**config.mk**
```make
export PLATFORM = sky130hd
export DESIGN_NAME = serial_sum_deserializer
export DESIGN_NICKNAME = d
export VERILOG_FILES = /design/src/rtl/serial_sum_deserializer.sv
export SDC_FILE = /design/constraint.sdc
export NUM_CORES = 1
export LEC_CHECK = 0
export CAP_MARGIN = 0
export CORE_ASPECT_RATIO = 1.4
export CORE_MARGIN = 1
export CORE_UTILIZATION = 50
export CTS_BUF_LIST = sky130_fd_sc_hd__clkbuf_16
export DETAILED_ROUTE_END_ITERATION = 10
export PLACE_DENSITY = 0.84
export SLEW_MARGIN = 0
export SYNTH_ARGS = -nofsm -noshare
export SYNTH_HDL_FRONTEND = slang
export SYNTH_SLANG_ARGS = --single-unit
export TNS_END_PERCENT = 10
```
**constraint.sdc**
```tcl
create_clock -name clk -period 2.5 [get_ports clk]
set_input_delay 0.5 -clock clk [delete_from_list [all_inputs] [get_ports clk]]
set_output_delay 0.5 -clock clk [all_outputs]
set_load 0.005 [all_outputs]
```
**src/rtl/serial_sum_deserializer.sv**
```systemverilog
// ---------------------------------------------------------------------------
// serial_sum_deserializer
//
// Receive end of the bit-serial arithmetic datapath. Sum bits arrive LSB
// first from the serial adder, one per bit_valid cycle. They are collected
// into a WIDTH-bit parallel word, and the adder's final carry is captured
// alongside the last bit. Completed words are offered downstream on a
// valid/ready port. A one-deep holding register lets the next frame shift
// in while the previous word waits to be accepted.
//
// Parameters
//   WIDTH       bits per frame and output word width (>= 2)
//
// Ports
//   clk         single clock, all logic on the rising edge
//   rst_n       synchronous reset, active low
//   bit_in      serial sum bit, LSB first
//   carry_in    adder carry, sampled only together with the last bit
//   bit_valid   bit_in/carry_in valid this cycle; stall gaps are allowed
//   bit_first   marks bit_in as bit 0 of a new frame (with bit_valid)
//   word_out    assembled word, bit i = i-th received bit
//   carry_flag  carry captured with the last bit of the held word
//   word_valid  word_out/carry_flag hold a completed word
//   word_ready  downstream takes the word when word_valid & word_ready
//   busy        a frame is being shifted in
//   overrun     one-cycle pulse: a completed frame was dropped (holding full)
//   frame_err   one-cycle pulse: bit_first arrived in the middle of a frame
// ---------------------------------------------------------------------------
module serial_sum_deserializer #(
  parameter int WIDTH = 8
) (
  input  logic             clk,
  input  logic             rst_n,
  input  logic             bit_in,
  input  logic             carry_in,
  input  logic             bit_valid,
  input  logic             bit_first,
  output logic [WIDTH-1:0] word_out,
  output logic             carry_flag,
  output logic             word_valid,
  input  logic             word_ready,
  output logic             busy,
  output logic             overrun,
  output logic             frame_err
);

  // The counter only ever has to name positions 0..WIDTH-1.
  localparam int CW = $clog2(WIDTH);
  localparam logic [CW-1:0] CNT_ONE  = CW'(1);
  localparam logic [CW-1:0] CNT_LAST = CW'(WIDTH - 1);

  typedef enum logic {
    IDLE,
    SHIFT
  } state_e;

  // Shift side state. The shift register holds only bits 0..WIDTH-2: the
  // top bit arrives on the completing cycle and goes straight into the
  // holding register, so it never needs its own storage.
  state_e            state_q, state_d;
  logic [CW-1:0]     cnt_q, cnt_d;
  logic [WIDTH-2:0]  shift_q, shift_d;
  logic              frame_err_q, frame_err_d;

  // Output side state: the one-deep holding register and its flags.
  logic [WIDTH-1:0]  word_q, word_d;
  logic              carry_q, carry_d;
  logic              valid_q, valid_d;
  logic              overrun_q, overrun_d;

  // Handshake between the two halves for the completing cycle.
  logic              frame_done;
  logic [WIDTH-1:0]  frame_word;

  // Shift-side next state. IDLE waits for a bit_first to open a frame;
  // SHIFT drops each valid bit into the position named by the counter.
  // A bit_first seen while already shifting (including on what would have
  // been the last bit) abandons the partial frame and restarts from bit 0,
  // flagging frame_err. On the true last bit the frame is handed over to
  // the output side in the same cycle and the FSM returns to IDLE, so bit 0
  // of a following frame can be taken on the very next cycle.
  always_comb begin
    state_d     = state_q;
    cnt_d       = cnt_q;
    shift_d     = shift_q;
    frame_err_d = 1'b0;
    frame_done  = 1'b0;
    frame_word  = {bit_in, shift_q};

    case (state_q)
      IDLE: begin
        if (bit_valid && bit_first) begin
          shift_d    = '0;
          shift_d[0] = bit_in;
          cnt_d      = CNT_ONE;
          state_d    = SHIFT;
        end
      end

      SHIFT: begin
        if (bit_valid) begin
          if (bit_first) begin
            frame_err_d = 1'b1;
            shift_d     = '0;
            shift_d[0]  = bit_in;
            cnt_d       = CNT_ONE;
          end else if (cnt_q == CNT_LAST) begin
            frame_done = 1'b1;
            cnt_d      = '0;
            state_d    = IDLE;
          end else begin
            shift_d[cnt_q] = bit_in;
            cnt_d          = cnt_q + CNT_ONE;
          end
        end
      end

      default: begin
        state_d = IDLE;
        cnt_d   = '0;
      end
    endcase
  end

  // Output-side next state. A completed frame loads when the holding
  // register is empty or is being emptied on this same edge; otherwise the
  // new frame is dropped, the held word is left untouched and overrun
  // pulses. With no frame completing, an accepted word simply clears the
  // valid flag. The held word and carry never change while waiting.
  always_comb begin
    word_d    = word_q;
    carry_d   = carry_q;
    valid_d   = valid_q;
    overrun_d = 1'b0;

    if (frame_done) begin
      if (!valid_q || word_ready) begin
        word_d  = frame_word;
        carry_d = carry_in;
        valid_d = 1'b1;
      end else begin
        overrun_d = 1'b1;
      end
    end else if (valid_q && word_ready) begin
      valid_d = 1'b0;
    end
  end

  // All state registers. Reset clears both halves, discarding any partial
  // frame and any word still waiting in the holding register.
  always_ff @(posedge clk) begin
    if (!rst_n) begin
      state_q     <= IDLE;
      cnt_q       <= '0;
      shift_q     <= '0;
      frame_err_q <= 1'b0;
      word_q      <= '0;
      carry_q     <= 1'b0;
      valid_q     <= 1'b0;
      overrun_q   <= 1'b0;
    end else begin
      state_q     <= state_d;
      cnt_q       <= cnt_d;
      shift_q     <= shift_d;
      frame_err_q <= frame_err_d;
      word_q      <= word_d;
      carry_q     <= carry_d;
      valid_q     <= valid_d;
      overrun_q   <= overrun_d;
    end
  end

  assign word_out   = word_q;
  assign carry_flag = carry_q;
  assign word_valid = valid_q;
  assign overrun    = overrun_q;
  assign frame_err  = frame_err_q;
  assign busy       = (state_q == SHIFT);

endmodule
```
After elaboration in Yosys (flattened, before gate mapping)
Index checks and enable logic that the tools add are counted.

Equal/unequal tests: 5. Bitwise gates (word level): 1. Mux-type cells: 27. Reduce and logical (&&, ||, !) cells: 12. Add/sub/neg operators: 1. Order comparisons: 2.

Operators with widths (count): 7-bit 2-to-1 mux (4); 1-bit 2-to-1 mux (14); 7-bit case mux with 2 select lines (1); 3-bit 2-to-1 mux (4); 2-bit AND reduction (4); 7-bit bitwise mux (1); 3-bit case mux with 2 select lines (1); 3-bit AND reduction (2); 3-bit by 4-bit less-than comparator with 1-bit output (second input constant) (1); 2-bit != test (second input constant) (2); 3-bit by 1-bit adder with 3-bit output (second input constant) (1); 1-bit demux with 3-bit select (1); 3-bit == test (second input constant) (1); 3-bit by 1-bit greater-or-equal comparator with 1-bit output (second input constant) (1); 1-bit logical AND (3); 3-bit != test (second input constant) (1); 2-bit by 1-bit != test with 1-bit output (second input constant) (1); 1-bit case mux with 2 select lines (1); 2-bit nonzero test (1); 1-bit logical NOT (1); 1-bit logical OR (1); 1-bit NOT (1).

Input port bits: 7. Word-level logic and storage cells: 56. Output and inout port bits: 13. Register bits: 23.

Logic depth before layout (Yosys ltp)
Word-level depth: 9. Gate-level depth with buffers: 6. Mapped depth without buffers: 5.

Least setup slack after synthesis
Ideal clock, no wire load.

Kind: register -> register. Start point: reg cnt_q[0]. End point: reg shift_q[4]. Data arrival time: 1.285 ns. Required time: 2.383 ns. Clock period less this slack: 1.403 ns. Buffers on the path: 1. Setup slack: 1.097 ns. Cell stages (with the launch flop): 7. Setup time: 0.117 ns. Cell sequence: dfxtp_1 -> ha_1 -> ha_1 -> nor2b_1 -> buf_4 -> o221ai_1 -> a32o_1.

Longest elaborated chain between the ends: 9. Elaborated cells on any way between the ends: 13. Classes of those cells: order compare: 2; eq/ne: 2; mux: 7; reduce/logical: 2.

RTL lines: start, declared (line 61) `logic [CW-1:0] cnt_q, cnt_d;`; start signal, assigned (line 163) `cnt_q <= cnt_d;`; 3-bit by 4-bit less-than comparator with 1-bit output (implied by the code) or 3-bit by 1-bit greater-or-equal comparator with 1-bit output (tied branches) (line 112) `shift_d[cnt_q] = bit_in;`; 1-bit logical AND (implied by the code) (line 112); 1-bit 2-to-1 mux (implied by the code) (line 112); 1-bit demux with 3-bit select (line 112); 7-bit bitwise mux (line 112); 7-bit 2-to-1 mux (line 107) `end else if (cnt_q == CNT_LAST) begin`; 7-bit 2-to-1 mux (line 102) `if (bit_first) begin`; 7-bit 2-to-1 mux (line 101) `if (bit_valid) begin`; 7-bit case mux with 2 select lines (line 90) `case (state_q)`; end signal, assigned (line 164) `shift_q <= shift_d;`; end, declared (line 62) `logic [WIDTH-2:0] shift_q, shift_d;`.

Parallel ways exist; a longest one is shown, timed or not. The select of a mux whose other input is x is not followed. A chain may end at the register's enable or synchronous reset.

Worst setup path in the final report
Start point: reg cnt_q[1]. End point: reg shift_q[1].

The elaborated chain is that of the path after synthesis.

==> flow_summary.yaml <==
worst_setup_path:
  critPathLaunch: "cnt_q[1]$_SDFFE_PN0P_"
  path_cells: "ha_1, ha_1, nor2b_1, o221ai_1, a32o_1"
  cp-endpoint: "shift_q[1]$_SDFFE_PN0P_"
  cp_common_cell: "ha_1"
  rrSetupSlack_ns: 0.54
  r2r_end: "shift_q[1]$_SDFFE_PN0P_"
  critical-path-max-stage-delay_ns: 0.44
  cp-end-kind: "flop"
  worstReg2RegStart: "cnt_q[1]$_SDFFE_PN0P_"
  worstSetupPathType: "reg -> reg"
  worstPathRequired_ns: 2.64
  r2r_cells: 5
  crit_fanout: 12
  cp.arrival_ns: 2.10
  crit_slowest_cell: "nor2b_1"
  start_kind: "flop"
place:
  place_congestion: 0.837
  postPlaceCellArea_um2: 1260
  portBuffers: 19
  hpwl_um: 1550
pwr:
  leakage_nw: 0.479
  p_int_uw: 612
  combinationalPowerShare: 0.079
  ir_worst_vdd_v: 0.000410
  swShare: 0.210
  switchingPower_uw: 162
  pwr_density_cell_nw_per_um2: 579
  pwr-share-clk: 0.435
  p_seq_frac: 0.486
die:
  die_h_um: 57.0
  core_area_um2: 2000
  rows: 19
  die-width_um: 41.3
  ios: 20
  die_area_um2: 2350
  initial_core_util: 0.541
synth:
  ys_seq_elements: 23
  seq_area_frac_synth: 0.426
  yosysWarningCount: 0
  syn_area_per_cell_um2: 9.47
  synthesis.area_um2: 1080
  synth_cell_types: 31
  syn_nets: 123
  synthCells: 114
cts:
  post_cts_resized: 0
  cts_sinks: 23
  cts_tree: "built"
  clk_latency_ns: 0.25
  cts_buffer_depth: 2
  hold_buffers: 0
  cts_setup_buffers: 0
  path_clk_slew_ns: 0.06
  root_buffer: "clkbuf_16"
  cts_buffers: 3
  cts-htree-levels: 1
global_routing:
  grt_pass1_wl_um: 3530
  globalRouteOverflowTotal: 0
  grt_usage: 0.220
  antenna_found_initial: 0
  grt_max_degree: 14
  grt_pass1_vias: 810
sta:
  hold_violations: 0
  rsz0062_at_grt: "no"
  slew_viol_final: 0
  tightest_slew_ns: 0.554
  setup_tns_ns: 0
  fin_crit_sh: 0.784
  timing.fmax_mhz: 510
  setup_viol: 0
  finalCriticalPeriod_ns: 1.96
  maxSlewHeadroom: 0.625
  finClkSkew_ns: 0.00161
worst_hold_path:
  hold_path_class: "reg -> reg"
cells_and_area:
  fill_cells: 178
  final_design_area_no_fill_um2: 1340
  area_growth_pct: 23.8
  diodes: 0
  nets: 140
  final_cell_mix: "dfxtp_1, nand2_1, clkdlybuf4s50_1"
  final_common_cell: "dfxtp_1"
  layout-drive-gt1-share: 0.0692
job:
  cap_violations: 0
route:
  dr_total_vias: 897
  drt_wl_total_um: 2180
  ant_nets: 0
  wl_per_cell_um: 14.4
  dr.pass1.iters: 4
  viasPerCell: 5.94
  drtIter0Drc: 24
  drc_errors: 0
outcome:
  outcome: "finished, final reports clean"
[power by group through the flow]
stage	Combinational [mW]	Clock (mW)	Sequential, mW
6_report	0.0610	0.337	0.376
5_1_grt	0.0666	0.357	0.377
4_1_cts	0.0604	0.341	0.376
3_5_place_dp	0.0597	0	0.384
3_3_place_gp	0.0571	0	0.384
2_1_floorplan	0.0411	0	0.381
[layer usage]
layer | track usage | vias up | wire, um
met5 | 0 | - | 0
met4 | 0.111 | 0 | 44
met3 | 0.0467 | 5 | 65
met2 | 0.346 | 22 | 1150
met1 | 0.268 | 418 | 913
li1 | - | 452 | -
[registers in the layout, summed over array words and instances (netlist names)]
signal / flops
cnt_q: 3
overrun: 1
shift_q: 7
busy: 1
word_valid: 1
frame_err: 1
word_out: 8
carry_flag: 1
[worst min path at each step]
| stage | from | to | slack (ns) | cells past startpoint |
|---|---|---|---|---|
| 4_1_cts | carry_flag$_SDFFE_PN0P_ | carry_flag$_SDFFE_PN0P_ | 0.46 | 2 |
| 6_report | word_out[5]$_SDFFE_PN0P_ | word_out[5]$_SDFFE_PN0P_ | 0.45 | 2 |
| 3_3_place_gp | carry_flag$_SDFFE_PN0P_ | carry_flag$_SDFFE_PN0P_ | 0.44 | 2 |
| 3_5_place_dp | word_out[0]$_SDFFE_PN0P_ | word_out[0]$_SDFFE_PN0P_ | 0.45 | 2 |
| 2_1_floorplan | shift_q[1]$_SDFFE_PN0P_ | word_out[1]$_SDFFE_PN0P_ | 0.44 | 2 |
| 5_1_grt | shift_q[4]$_SDFFE_PN0P_ | word_out[4]$_SDFFE_PN0P_ | 0.48 | 2 |
[cells in the mapped netlist, drive strengths merged]
cell	instances	share of area
mux2i	10	0.093
inv	2	0.0070
dfxtp	23	0.43
nor3b	3	0.021
o21a	1	0.0070
clkbuf	2	0.0081
nor3	5	0.034
ha	2	0.023
a32oi	2	0.016
nand2	20	0.070
nand2b	1	0.0058
nor4b	1	0.0081
o221a	1	0.010
a32o	5	0.046
buf	9	0.056
o32ai	1	0.0081
and4	1	0.0081
nand3b	1	0.0070
nand3	1	0.0046
o221ai	6	0.049
a21oi	1	0.0046
nor2	4	0.014
and3b	3	0.024
o21ai	3	0.014
nor2b	3	0.017
and3	2	0.012
a22oi	1	0.0070
[final cells by class]
class | count | area, um2 | share of cell area
inverters | 2 | 7.51 | 0.00562
well taps | 21 | 26.3 | 0.0197
repair buffers | 23 | 220 | 0.165
flip-flops and latches | 23 | 460 | 0.345
multi-input cells | 78 | 543 | 0.406
clock buffers | 3 | 75.1 | 0.0562
clock inverters | 1 | 3.75 | 0.00281
[cells by family (layout without fill, tap and decap cells)]
family / count (synthesis) / after routing / share of synthesized area
fa+ha+maj: 2 / 2 / 0.0232
mux: 10 / 10 / 0.0927
simple gates: 45 / 45 / 0.225
flops: 23 / 23 / 0.426
buf+inv: 13 / 29 / 0.0707
compound gates: 21 / 21 / 0.162
[through the flow]
stage	instances	util	setup slack, ns	hold slack (ns)	total power, mW
floorplan	114	-	1.10	0.438	0.422
global placement	147	0.630	0.433	0.441	0.441
detailed placement	147	0.630	0.353	0.446	0.444
CTS	151	0.669	0.554	0.457	0.777
global route	151	0.669	0.426	0.476	0.800
finish	151	0.669	0.540	0.453	0.774
[critical path, delay by kind of cell, from the launching register on]
kind | cells | cell delay [ns]
AO/OA/AOI/OAI | 2 | 0.52
adder cells (fa/ha/maj) | 2 | 0.47
flip-flops | 1 | 0.41
AND/OR/NAND/NOR | 1 | 0.44
Power figures use the tool's default switching activity.
==> RTL change, RTL diff (same settings) <==
Remove the register `frame_err_q`: a continuous assignment takes its place, so the output `frame_err` follows one clock earlier.
--- a/src/rtl/serial_sum_deserializer.sv
+++ b/src/rtl/serial_sum_deserializer.sv
@@ -155,3 +155,2 @@
       shift_q     <= '0;
-      frame_err_q <= 1'b0;
       word_q      <= '0;
@@ -164,3 +163,2 @@
       shift_q     <= shift_d;
-      frame_err_q <= frame_err_d;
       word_q      <= word_d;
@@ -171,2 +169,4 @@
   end
+
+  assign frame_err_q = frame_err_d;
 
Check against the original RTL: not equivalent (a bounded check fails within 4 cycles, from zero or initial values and one cycle with rst_n low).
==> RTL change against the original RTL <==
Clock skew grew 0.0036 ns; setup slack lost 0.16 ns; area after synthesis shrank 0.70%; register-to-register slack gained 0.10 ns; global-route usage grew 0.56 points; sequential power shrank 4%; maximum frequency shrank 7.6%; routed wire length grew 6.6%; total power shrank 2.2%; sequential share of layout area shrank 1.3 points; sequential cell count shrank 1; design area shrank 0.66%; critical path type is now input pin to output port; largest cell class unchanged; highest routed layer unchanged.
==> RTL change: results (changes against the original RTL) <==
- Post-synthesis sequential area ratio: 0.4107 (was 0.4264)
- First-pass GRT wire length: 3698 µm (was 3525 µm)
- Drt via density: 6.533 (was 5.940)
- Total GRT Usage: 0.2252 (was 0.2196)
- Largest family of logic cells by synthesized area: compound AO/OA/AOI/OAI gates (was simple AND/OR/NAND/NOR gates)
- FF-to-FF setup slack: 0.64 ns (was 0.54 ns)
- Syn_area_per_cell: 9.244 µm² (was 9.472 µm²)
- Arr. time, crit path: 1.62 ns (was 2.10 ns)
- Adder-cell share of the synthesized area: 0.02334 (was 0.02317)
- Worst path slowest cell: clkdlybuf4s50_1 (was nor2b_1)
- Max incr delay on CP: 0.49 ns (was 0.44 ns)
- R2R Path End: word_out[2] (was shift_q[1])
- Commonest cells in the synthesized netlist: 22 x dfxtp_1, 10 x a21oi_1, 9 x nand4_1, 9 x o31ai_1, 8 x buf_2 (was 23 x dfxtp_1, 20 x nand2_1, 10 x mux2i_1)
- Internal power: 594.5 µW (was 611.9 µW)
- WL final: 2320 µm (was 2177 µm)
- Max FO, Critical Path: 2 (was 12)
- Worst reg2reg path startpoint: cnt_q[1] (unchanged)
- Nets: 139 (was 140)
- Skew final: 0.005164 ns (was 0.001608 ns)
- Cts repair resizes: 0 (unchanged)
- Layout cells sized above 1: 0.08527 (was 0.06923)
- Iteration-0 DRC Markers: 21 (was 24)
- CP top delay family: buffers and inverters (was compound AO/OA/AOI/OAI gates)
- Static Leak: 0.4578 nW (was 0.4786 nW)
- Synth Area in Compound Gates: 0.2637 (was 0.1622)
- Library cells used by synthesis: 30 (was 31)
- RD Place Congestion: 0.8132 (was 0.8371)
- Post-DP HPWL: 1698 µm (was 1546 µm)
- Post-synthesis mux area share: 0.009335 (was 0.09270)
- Hold Crit Start: carry_flag (was word_out[5])
- Syn_nets: 125 (was 123)
- DRT Pass-1 Iters: 4 (unchanged)
- Final non-filler cell total: 150 (was 151)
- Vias in the first global route: 841 (was 810)
- Status: finished clean (unchanged)
- Worst VDD drop: 370.9 µV (was 409.8 µV)
- Setup crit start: bit_first (was cnt_q[1])
- R2R depth: 6 (was 5)
- Dominant cells by area after synthesis: dfxtp_1 41%, o31ai_1 6.3%, a32o_1 5.6% (was dfxtp_1 43%, mux2i_1 9.3%, nand2_1 7.0%)
- Slew at the pin closest to its max-slew limit: 0.5841 ns (was 0.5542 ns)
[RTL change: cells by family after synthesis]
logic type      count (synthesis)
compound gates                 38
simple gates                   37
flops                          22
buf+inv                        16
fa+ha+maj                       2
mux                             1
[RTL change: power groups by stage]
stage                     combinational, mW  clock [mW]  sequential [mW]
final                                0.0584       0.338            0.361
after floorplan                      0.0401           0            0.365
after CTS                            0.0583       0.335            0.361
after global routing                 0.0635       0.355            0.362
after detailed placement             0.0576           0            0.369
after global placement               0.0562           0            0.368
[RTL change: worst max-delay path by stage]
stage,end,slack (ns),cells after the start
after floorplan,shift_q[3],1.01,5
after global placement,frame_err,0.39,3
after detailed placement,shift_q[4],0.34,5
after CTS,frame_err,0.37,3
after global routing,frame_err,0.35,3
final,frame_err,0.38,3
[RTL change: worst min-delay path, stage by stage, from the launching register on]
cell	delay (ns)
dfxtp_1	0.31
o31ai_1	0.06
a21oi_1	0.06
[RTL change: cell type report]
type | instances | area [µm²]
Multi-Input combinational cell | 78 | 558.0
Timing Repair Buffer | 22 | 212.7
Sequential cell | 22 | 440.4
Tap cell | 21 | 26.28
Clock buffer | 3 | 75.07
Fill cell | 174 | 669.4
Inverter | 3 | 11.26
Clock inverter | 1 | 3.754
[RTL change: per-stage QoR]
step	worst slack, ns	area (µm²)	power, mW	hold slack, ns
5_1_grt	0.3453	1328	0.7801	0.4889
2_1_floorplan	1.013	1072	0.4049	0.4388
3_5_place_dp	0.3396	1249	0.4263	0.4675
4_1_cts	0.3669	1328	0.7545	0.4752
6_report	0.3785	1328	0.7570	0.4728
3_3_place_gp	0.3883	1249	0.4244	0.4500
[RTL change: metal layers]
metal	up-vias	GRT usage	routed length, µm
li1	475	-	-
met1	463	0.2750	964
met2	36	0.3683	1182
met3	6	0.03953	123
met4	0	0.08756	49
met5	-	0	0
